==> config.mk <==
export PLATFORM = sky130hd
export DESIGN_NAME = rs232_tx_flat
export DESIGN_NICKNAME = d
export VERILOG_FILES = /design/src/rtl/rs232_pkg.sv /design/src/rtl/rs232_tx_if.sv /design/src/rtl/rs232_baud_gen.sv /design/src/rtl/rs232_tx.sv /design/src/flat_wrapper.sv
export SDC_FILE = /design/constraint.sdc
export NUM_CORES = 1
export LEC_CHECK = 0
export BUFFER_PORTS_ARGS = -buffer_cell sky130_fd_sc_hd__buf_2
export CORE_UTILIZATION = 28
export DETAILED_ROUTE_END_ITERATION = 16
export GPL_ROUTABILITY_DRIVEN = 0
export PLACE_DENSITY = 0.48
export SLEW_MARGIN = 15
export SYNTH_ARGS = -nofsm -noshare
export SYNTH_HDL_FRONTEND = slang
export SYNTH_SLANG_ARGS = --single-unit
==> constraint.sdc <==
create_clock -name clk -period 2.55 [get_ports clk]
set_input_delay 0.3825 -clock clk [delete_from_list [all_inputs] [get_ports clk]]
set_output_delay 0.3825 -clock clk [all_outputs]
set_load 0.05 [all_outputs]
==> src/rtl/rs232_pkg.sv <==
`default_nettype none
// ============================================================================
// Package     : rs232_pkg
// Description : Shared RS232 definitions: parity codes, FSM state encoding,
//               baud divisor helper. Used by rs232_tx and the future rs232_rx.
// Revision    : 1.0 - initial release
// ============================================================================
package rs232_pkg;

    localparam int c_parity_none = 0;
    localparam int c_parity_odd  = 1;
    localparam int c_parity_even = 2;

    typedef enum logic [2:0] {
        ST_IDLE   = 3'd0,
        ST_FETCH  = 3'd1,
        ST_START  = 3'd2,
        ST_DATA   = 3'd3,
        ST_PARITY = 3'd4,
        ST_STOP   = 3'd5
    } rs232_state_t;

    // Rounded clock cycles per bit.
    function automatic int baud_div(input int clk_freq, input int baud_rate);
        return (clk_freq + baud_rate / 2) / baud_rate;
    endfunction

endpackage
`default_nettype wire

==> src/rtl/rs232_tx_if.sv <==
`default_nettype none
// ============================================================================
// Interface   : rs232_tx_if
// Description : FIFO read port between a TX FIFO (master) and rs232_tx (slave).
// Revision    : 1.0 - initial release
// ============================================================================
interface rs232_tx_if #(
    parameter int DATA_WIDTH = 8
);
    logic                  fifo_empty;
    logic [DATA_WIDTH-1:0] fifo_data;
    logic                  fifo_pop;

    modport master (
        output fifo_empty,
        output fifo_data,
        input  fifo_pop
    );

    modport slave (
        input  fifo_empty,
        input  fifo_data,
        output fifo_pop
    );
endinterface
`default_nettype wire

==> src/rtl/rs232_baud_gen.sv <==
`default_nettype none
// ============================================================================
// Module      : rs232_baud_gen
// Description : Bit-period counter; bit_tick marks the last clk of each bit,
//               pre_tick the clk before it. Restart realigns to a bit start.
// Revision    : 1.0 - initial release
// ============================================================================
module rs232_baud_gen #(
    parameter int DIV = 16
) (
    input  wire logic clk,
    input  wire logic clear_n,
    input  wire logic i_restart,
    output logic      o_bit_tick,
    output logic      o_pre_tick
);
    localparam int              c_cw   = (DIV > 1) ? $clog2(DIV) : 1;
    localparam logic [c_cw-1:0] c_last = c_cw'(DIV - 1);
    localparam logic [c_cw-1:0] c_pre  = c_cw'(DIV - 2);

    logic [c_cw-1:0] r_cnt;

    always_ff @(posedge clk or negedge clear_n) begin
        if (!clear_n) begin
            r_cnt <= '0;
        end else if (i_restart || (r_cnt == c_last)) begin
            r_cnt <= '0;
        end else begin
            r_cnt <= r_cnt + 1'b1;
        end
    end

    assign o_bit_tick = (r_cnt == c_last);
    assign o_pre_tick = (r_cnt == c_pre);
endmodule
`default_nettype wire

==> src/rtl/rs232_tx.sv <==
`default_nettype none
// ============================================================================
// Module      : rs232_tx
// Description : RS232 transmitter; pops words from the TX FIFO and sends them
//               as start / LSB-first data / optional parity / stop frames.
// Revision    : 1.0 - initial release
// ============================================================================
module rs232_tx
    import rs232_pkg::*;
#(
    parameter int CLK_FREQ     = 50000000,
    parameter int BAUD_RATE    = 115200,
    parameter int DATA_WIDTH   = 8,
    parameter int PARITY       = 0,
    parameter int STOP_BITS    = 1,
    parameter int READ_LATENCY = 1
) (
    input  wire logic clk,
    input  wire logic clear_n,
    input  wire logic enable,
    rs232_tx_if.slave fifo,
    output logic      tx,
    output logic      busy,
    output logic      byte_done
);
    localparam int              c_div       = baud_div(CLK_FREQ, BAUD_RATE);
    localparam int              c_bw        = (DATA_WIDTH > 1) ? $clog2(DATA_WIDTH) : 1;
    localparam logic [c_bw-1:0] c_last_bit  = c_bw'(DATA_WIDTH - 1);
    localparam logic            c_last_stop = 1'(STOP_BITS - 1);
    localparam logic [1:0]      c_lat       = 2'(READ_LATENCY);
    localparam bit              c_has_par   = (PARITY != c_parity_none);

    rs232_state_t          r_state;
    logic [DATA_WIDTH-1:0] r_shift;
    logic                  r_par;
    logic [c_bw-1:0]       r_bit;
    logic                  r_stop;
    logic [1:0]            r_lat;

    logic w_tick;
    logic w_pre;
    logic w_latch;
    logic w_par;
    logic w_start_next;

    assign w_latch      = (r_state == ST_FETCH) && (r_lat == c_lat);
    assign w_par        = (PARITY == c_parity_odd) ? ~^fifo.fifo_data : ^fifo.fifo_data;
    assign w_start_next = enable && !fifo.fifo_empty;

    // Realigning on the latch clk makes the start bit begin at count zero.
    rs232_baud_gen #(
        .DIV (c_div)
    ) u_baud (
        .clk        (clk),
        .clear_n    (clear_n),
        .i_restart  (w_latch),
        .o_bit_tick (w_tick),
        .o_pre_tick (w_pre)
    );

    always_ff @(posedge clk or negedge clear_n) begin
        if (!clear_n) begin
            r_state       <= ST_IDLE;
            tx            <= 1'b1;
            fifo.fifo_pop <= 1'b0;
            busy          <= 1'b0;
            byte_done     <= 1'b0;
            r_shift       <= '0;
            r_par         <= 1'b0;
            r_bit         <= '0;
            r_stop        <= 1'b0;
            r_lat         <= '0;
        end else begin
            fifo.fifo_pop <= 1'b0;
            byte_done     <= 1'b0;
            case (r_state)
                ST_IDLE: begin
                    tx   <= 1'b1;
                    busy <= 1'b0;
                    if (w_start_next) begin
                        fifo.fifo_pop <= 1'b1;
                        busy          <= 1'b1;
                        r_lat         <= '0;
                        r_state       <= ST_FETCH;
                    end
                end
                ST_FETCH: begin
                    if (w_latch) begin
                        r_shift <= fifo.fifo_data;
                        r_par   <= w_par;
                        tx      <= 1'b0;
                        r_state <= ST_START;
                    end else begin
                        r_lat <= r_lat + 1'b1;
                    end
                end
                ST_START: begin
                    if (w_tick) begin
                        tx      <= r_shift[0];
                        r_shift <= r_shift >> 1;
                        r_bit   <= '0;
                        r_state <= ST_DATA;
                    end
                end
                ST_DATA: begin
                    if (w_tick) begin
                        if (r_bit == c_last_bit) begin
                            r_stop <= 1'b0;
                            if (c_has_par) begin
                                tx      <= r_par;
                                r_state <= ST_PARITY;
                            end else begin
                                tx      <= 1'b1;
                                r_state <= ST_STOP;
                            end
                        end else begin
                            tx      <= r_shift[0];
                            r_shift <= r_shift >> 1;
                            r_bit   <= r_bit + 1'b1;
                        end
                    end
                end
                ST_PARITY: begin
                    if (w_tick) begin
                        tx      <= 1'b1;
                        r_state <= ST_STOP;
                    end
                end
                ST_STOP: begin
                    // Registered pulse: armed one clk early so it lands on the final clk.
                    if (w_pre && (r_stop == c_last_stop)) begin
                        byte_done <= 1'b1;
                    end
                    if (w_tick) begin
                        if (r_stop == c_last_stop) begin
                            if (w_start_next) begin
                                fifo.fifo_pop <= 1'b1;
                                r_lat         <= '0;
                                r_state       <= ST_FETCH;
                            end else begin
                                busy    <= 1'b0;
                                r_state <= ST_IDLE;
                            end
                        end else begin
                            r_stop <= r_stop + 1'b1;
                        end
                    end
                end
                default: begin
                    r_state <= ST_IDLE;
                end
            endcase
        end
    end
endmodule
`default_nettype wire

==> src/flat_wrapper.sv <==
// flat-port wrapper written by rule: the top's interface ports become plain ports
module rs232_tx_flat import rs232_pkg::*;
#(
    parameter int CLK_FREQ     = 50000000,
    parameter int BAUD_RATE    = 115200,
    parameter int DATA_WIDTH   = 8,
    parameter int PARITY       = 0,
    parameter int STOP_BITS    = 1,
    parameter int READ_LATENCY = 1
)
  (clk, clear_n, enable, tx, busy, byte_done, fifo_fifo_empty, fifo_fifo_data, fifo_fifo_pop);
  rs232_tx_if #(.DATA_WIDTH(DATA_WIDTH)) fifo_i ();
  input  wire logic clk;
  input  wire logic clear_n;
  input  wire logic enable;
  output logic tx;
  output logic busy;
  output logic byte_done;
  input wire logic [$bits(fifo_i.fifo_empty)-1:0] fifo_fifo_empty;
  input wire logic [$bits(fifo_i.fifo_data)-1:0] fifo_fifo_data;
  output wire logic [$bits(fifo_i.fifo_pop)-1:0] fifo_fifo_pop;
  assign fifo_i.fifo_empty = fifo_fifo_empty;
  assign fifo_i.fifo_data = fifo_fifo_data;
  assign fifo_fifo_pop = fifo_i.fifo_pop;
  rs232_tx #(.CLK_FREQ(CLK_FREQ), .BAUD_RATE(BAUD_RATE), .DATA_WIDTH(DATA_WIDTH), .PARITY(PARITY), .STOP_BITS(STOP_BITS), .READ_LATENCY(READ_LATENCY)) u_core (.clk(clk), .clear_n(clear_n), .enable(enable), .fifo(fifo_i), .tx(tx), .busy(busy), .byte_done(byte_done));
endmodule
==> results.txt <==
status = complete, no violations
first-pass GRT wire length = 5330 µm
pwr dens = 1090 mW/mm²
Worst slew margin = 54.8%
Unique masters post-synth = 42
Max FO, Critical Path = 8
worst min-delay path class = in2async
syn avg cell area = 10.6 µm²
CTS Buf Count = 5
cell with the most instances after synthesis = dfrtp_1
share of cells above drive strength 1 = 26.0%
number of global-route vias before repair = 1,136
Worst EP required = 2.71 ns
Post-Syn Instances = 152
top post-synthesis cells by area = dfrtp_1 (43%), mux2_4 (6.5%), ha_1 (4.7%), mux2_2 (4.2%), nor2_1 (3.5%)
element type at the critical path end = flip-flop
Chip Width = 77.9 µm
CTS sink count = 29
Final #Nets = 186
CP delay by family, top = compound AO/OA/AOI/OAI gates
startpoint types = flip-flop
EDFF count, synth = 0
slowest CP cell = a221o_1
# fillers = 585
Mapped Area = 0.00161 mm²
First-pass DRT Iterations = 4
Die Height = 77.9 µm
sequential element share of the synthesized area = 45.1%
Power Total = 2.03 mW
delay of the slowest cell on the worst path = 0.54 ns
Final Hold Viols = 0
Diodes inserted = 0
Setup Skew = 0.00439 ns
Synth Warn # = 0
pre-CTS setup slack = 0.429 ns
Lkg Pwr = 0.864 nW
Crit path arrival time = 2.30 ns
Cells after DPL = 233
GR Overflow Total = 0
WL/cell = 12.7 µm
Max VDD drop = 0.000278 V
total number of vias = 1,149
Synth area leader = dfrtp_1
syn_nets = 170
WHS = 0.140 ns
gr usage total = 11.3%
Worst-path clk slew = 0.07 ns
hpwl dp = 2140 µm
fin util = 33.7%
CTS tree = done
final setup margin = 0.413 ns
root buf cell = clkbuf_8
largest net degree at the start of global routing = 30
fmax = 468 MHz
drt via density = 4.77
CP Cell Sequence = ha_1 > ha_1 > nand2_1 > nand2_1 > a221o_1 > mux2_4
Worst Path Buf+Inv = 0
postcts setup bufs = 0
#FFs+latches synth = 29
placed inst area = 0.00175 mm²
# setup viols final = 0
H-Tree Depth = 2
die area = 0.00606 mm²
crit path time final = 2.14 ns
top cells by count, synth = dfrtp_1 (28), nor2_1 (15), nand2_1 (11)
worst-margin pin slew = 0.678 ns
I/O pin count = 16
Initial Utilization = 29.1%
Clock Tree Buf Depth = 2
drt initial violations = 83
Residual DRC = 0
fraction of registers with async set/reset = 100%
Routed WL = 3050 µm
Core Area = 0.00554 mm²
cts hold-fix bufs = 0
CP Class = reg2reg
RSZ-0062 raised after global routing = false
Synth top area share = 43.5%
antenna violations before repair = 0
period utilization = 83.8%
Layout area overhead = 15.8%
clk_lat worst skew = 0.27 ns
PortBufs = 15
fin area = 0.00187 mm²
Final Max Tran Viols = 0
final setup TNS = 0 ns
Routed Antenna Nets = 0
row cnt = 27
number of max-cap violations = 0
Top FF cell, synth = dfrtp_1
Post-Layout Cell Count = 241
Post-CTS Resized = 0
[state kept, by name (all words and copies together), names as in the netlist]
| signal | count |
|---|---|
| u_core.byte_done | 1 |
| u_core.tx | 1 |
| u_core.fifo.fifo_pop | 1 |
| u_core.r_state | 3 |
| u_core.r_bit | 3 |
| u_core.r_lat | 2 |
| u_core.u_baud.r_cnt | 9 |
| u_core.r_shift | 8 |
| u_core.busy | 1 |
[path summary, 6_finish.rpt]
path                                         from                end  slack, ns  depth (start not counted)
worst max-delay path              u_core.r_bit[0]  u_core.r_shift[6]       0.41                          6
worst min-delay path                      clear_n    u_core.r_bit[2]       0.14                          1
worst max register to register    u_core.r_bit[0]  u_core.r_shift[6]       0.41                          6
worst min register to register    u_core.r_lat[0]    u_core.r_lat[0]       0.48                          1
max in group asynchronous                 clear_n  u_core.r_shift[0]       1.97                          1
min in group clk                fifo_fifo_data[7]  u_core.r_shift[7]       0.36                          3
[cell type report]
| cell class | count | area [µm²] | area share (%) |
|---|---|---|---|
| multi-input combinational | 110 | 823 | 44.1 |
| timing repair buffer | 16 | 82.6 | 4.43 |
| clock buffer | 6 | 82.6 | 4.43 |
| tap | 72 | 90.1 | 4.83 |
| clock inverter | 2 | 37.5 | 2.01 |
| sequential | 29 | 727 | 39.0 |
| inverter | 6 | 22.5 | 1.21 |
[per-layer routing]
layer / GRT usage, % / wire length [µm] / up-vias
li1: - / - / 569
met1: 14.7 / 1500 / 554
met2: 17.5 / 1420 / 22
met3: 2.12 / 86 / 4
met4: 6.23 / 48 / 0
met5: 0 / 0 / -
[placed cells by master (no fill, tap or decap), types with 4 or more instances in the layout]
master and instances:
and3_1 4, buf_2 15, clkbuf_8 6, dfrtp_1 28, ha_1 6, inv_1 6, mux2_2 6, mux2_4 7
nand2_1 11, nand2b_1 4, nand3_1 9, nor2_1 15, o21ai_0 5, xor2_1 4
[cell families (layout without fill, tap and decap cells)]
group | after synthesis | count (layout) | share of synthesized area (%)
multiplexers | 15 | 15 | 12.0
AND/OR/NAND/NOR | 58 | 58 | 20.0
XOR/XNOR | 7 | 7 | 3.80
flip-flops | 29 | 29 | 45.1
buffers and inverters | 13 | 30 | 3.80
adder cells (fa/ha/maj) | 6 | 6 | 4.66
AO/OA/AOI/OAI | 24 | 24 | 10.6
[power breakdown]
group          internal [mW]  switching (mW)
clock                  0.317           0.179
combinational          0.381           0.361
sequential             0.629           0.163
total                   1.33           0.703
Power figures use the tool's default switching activity.
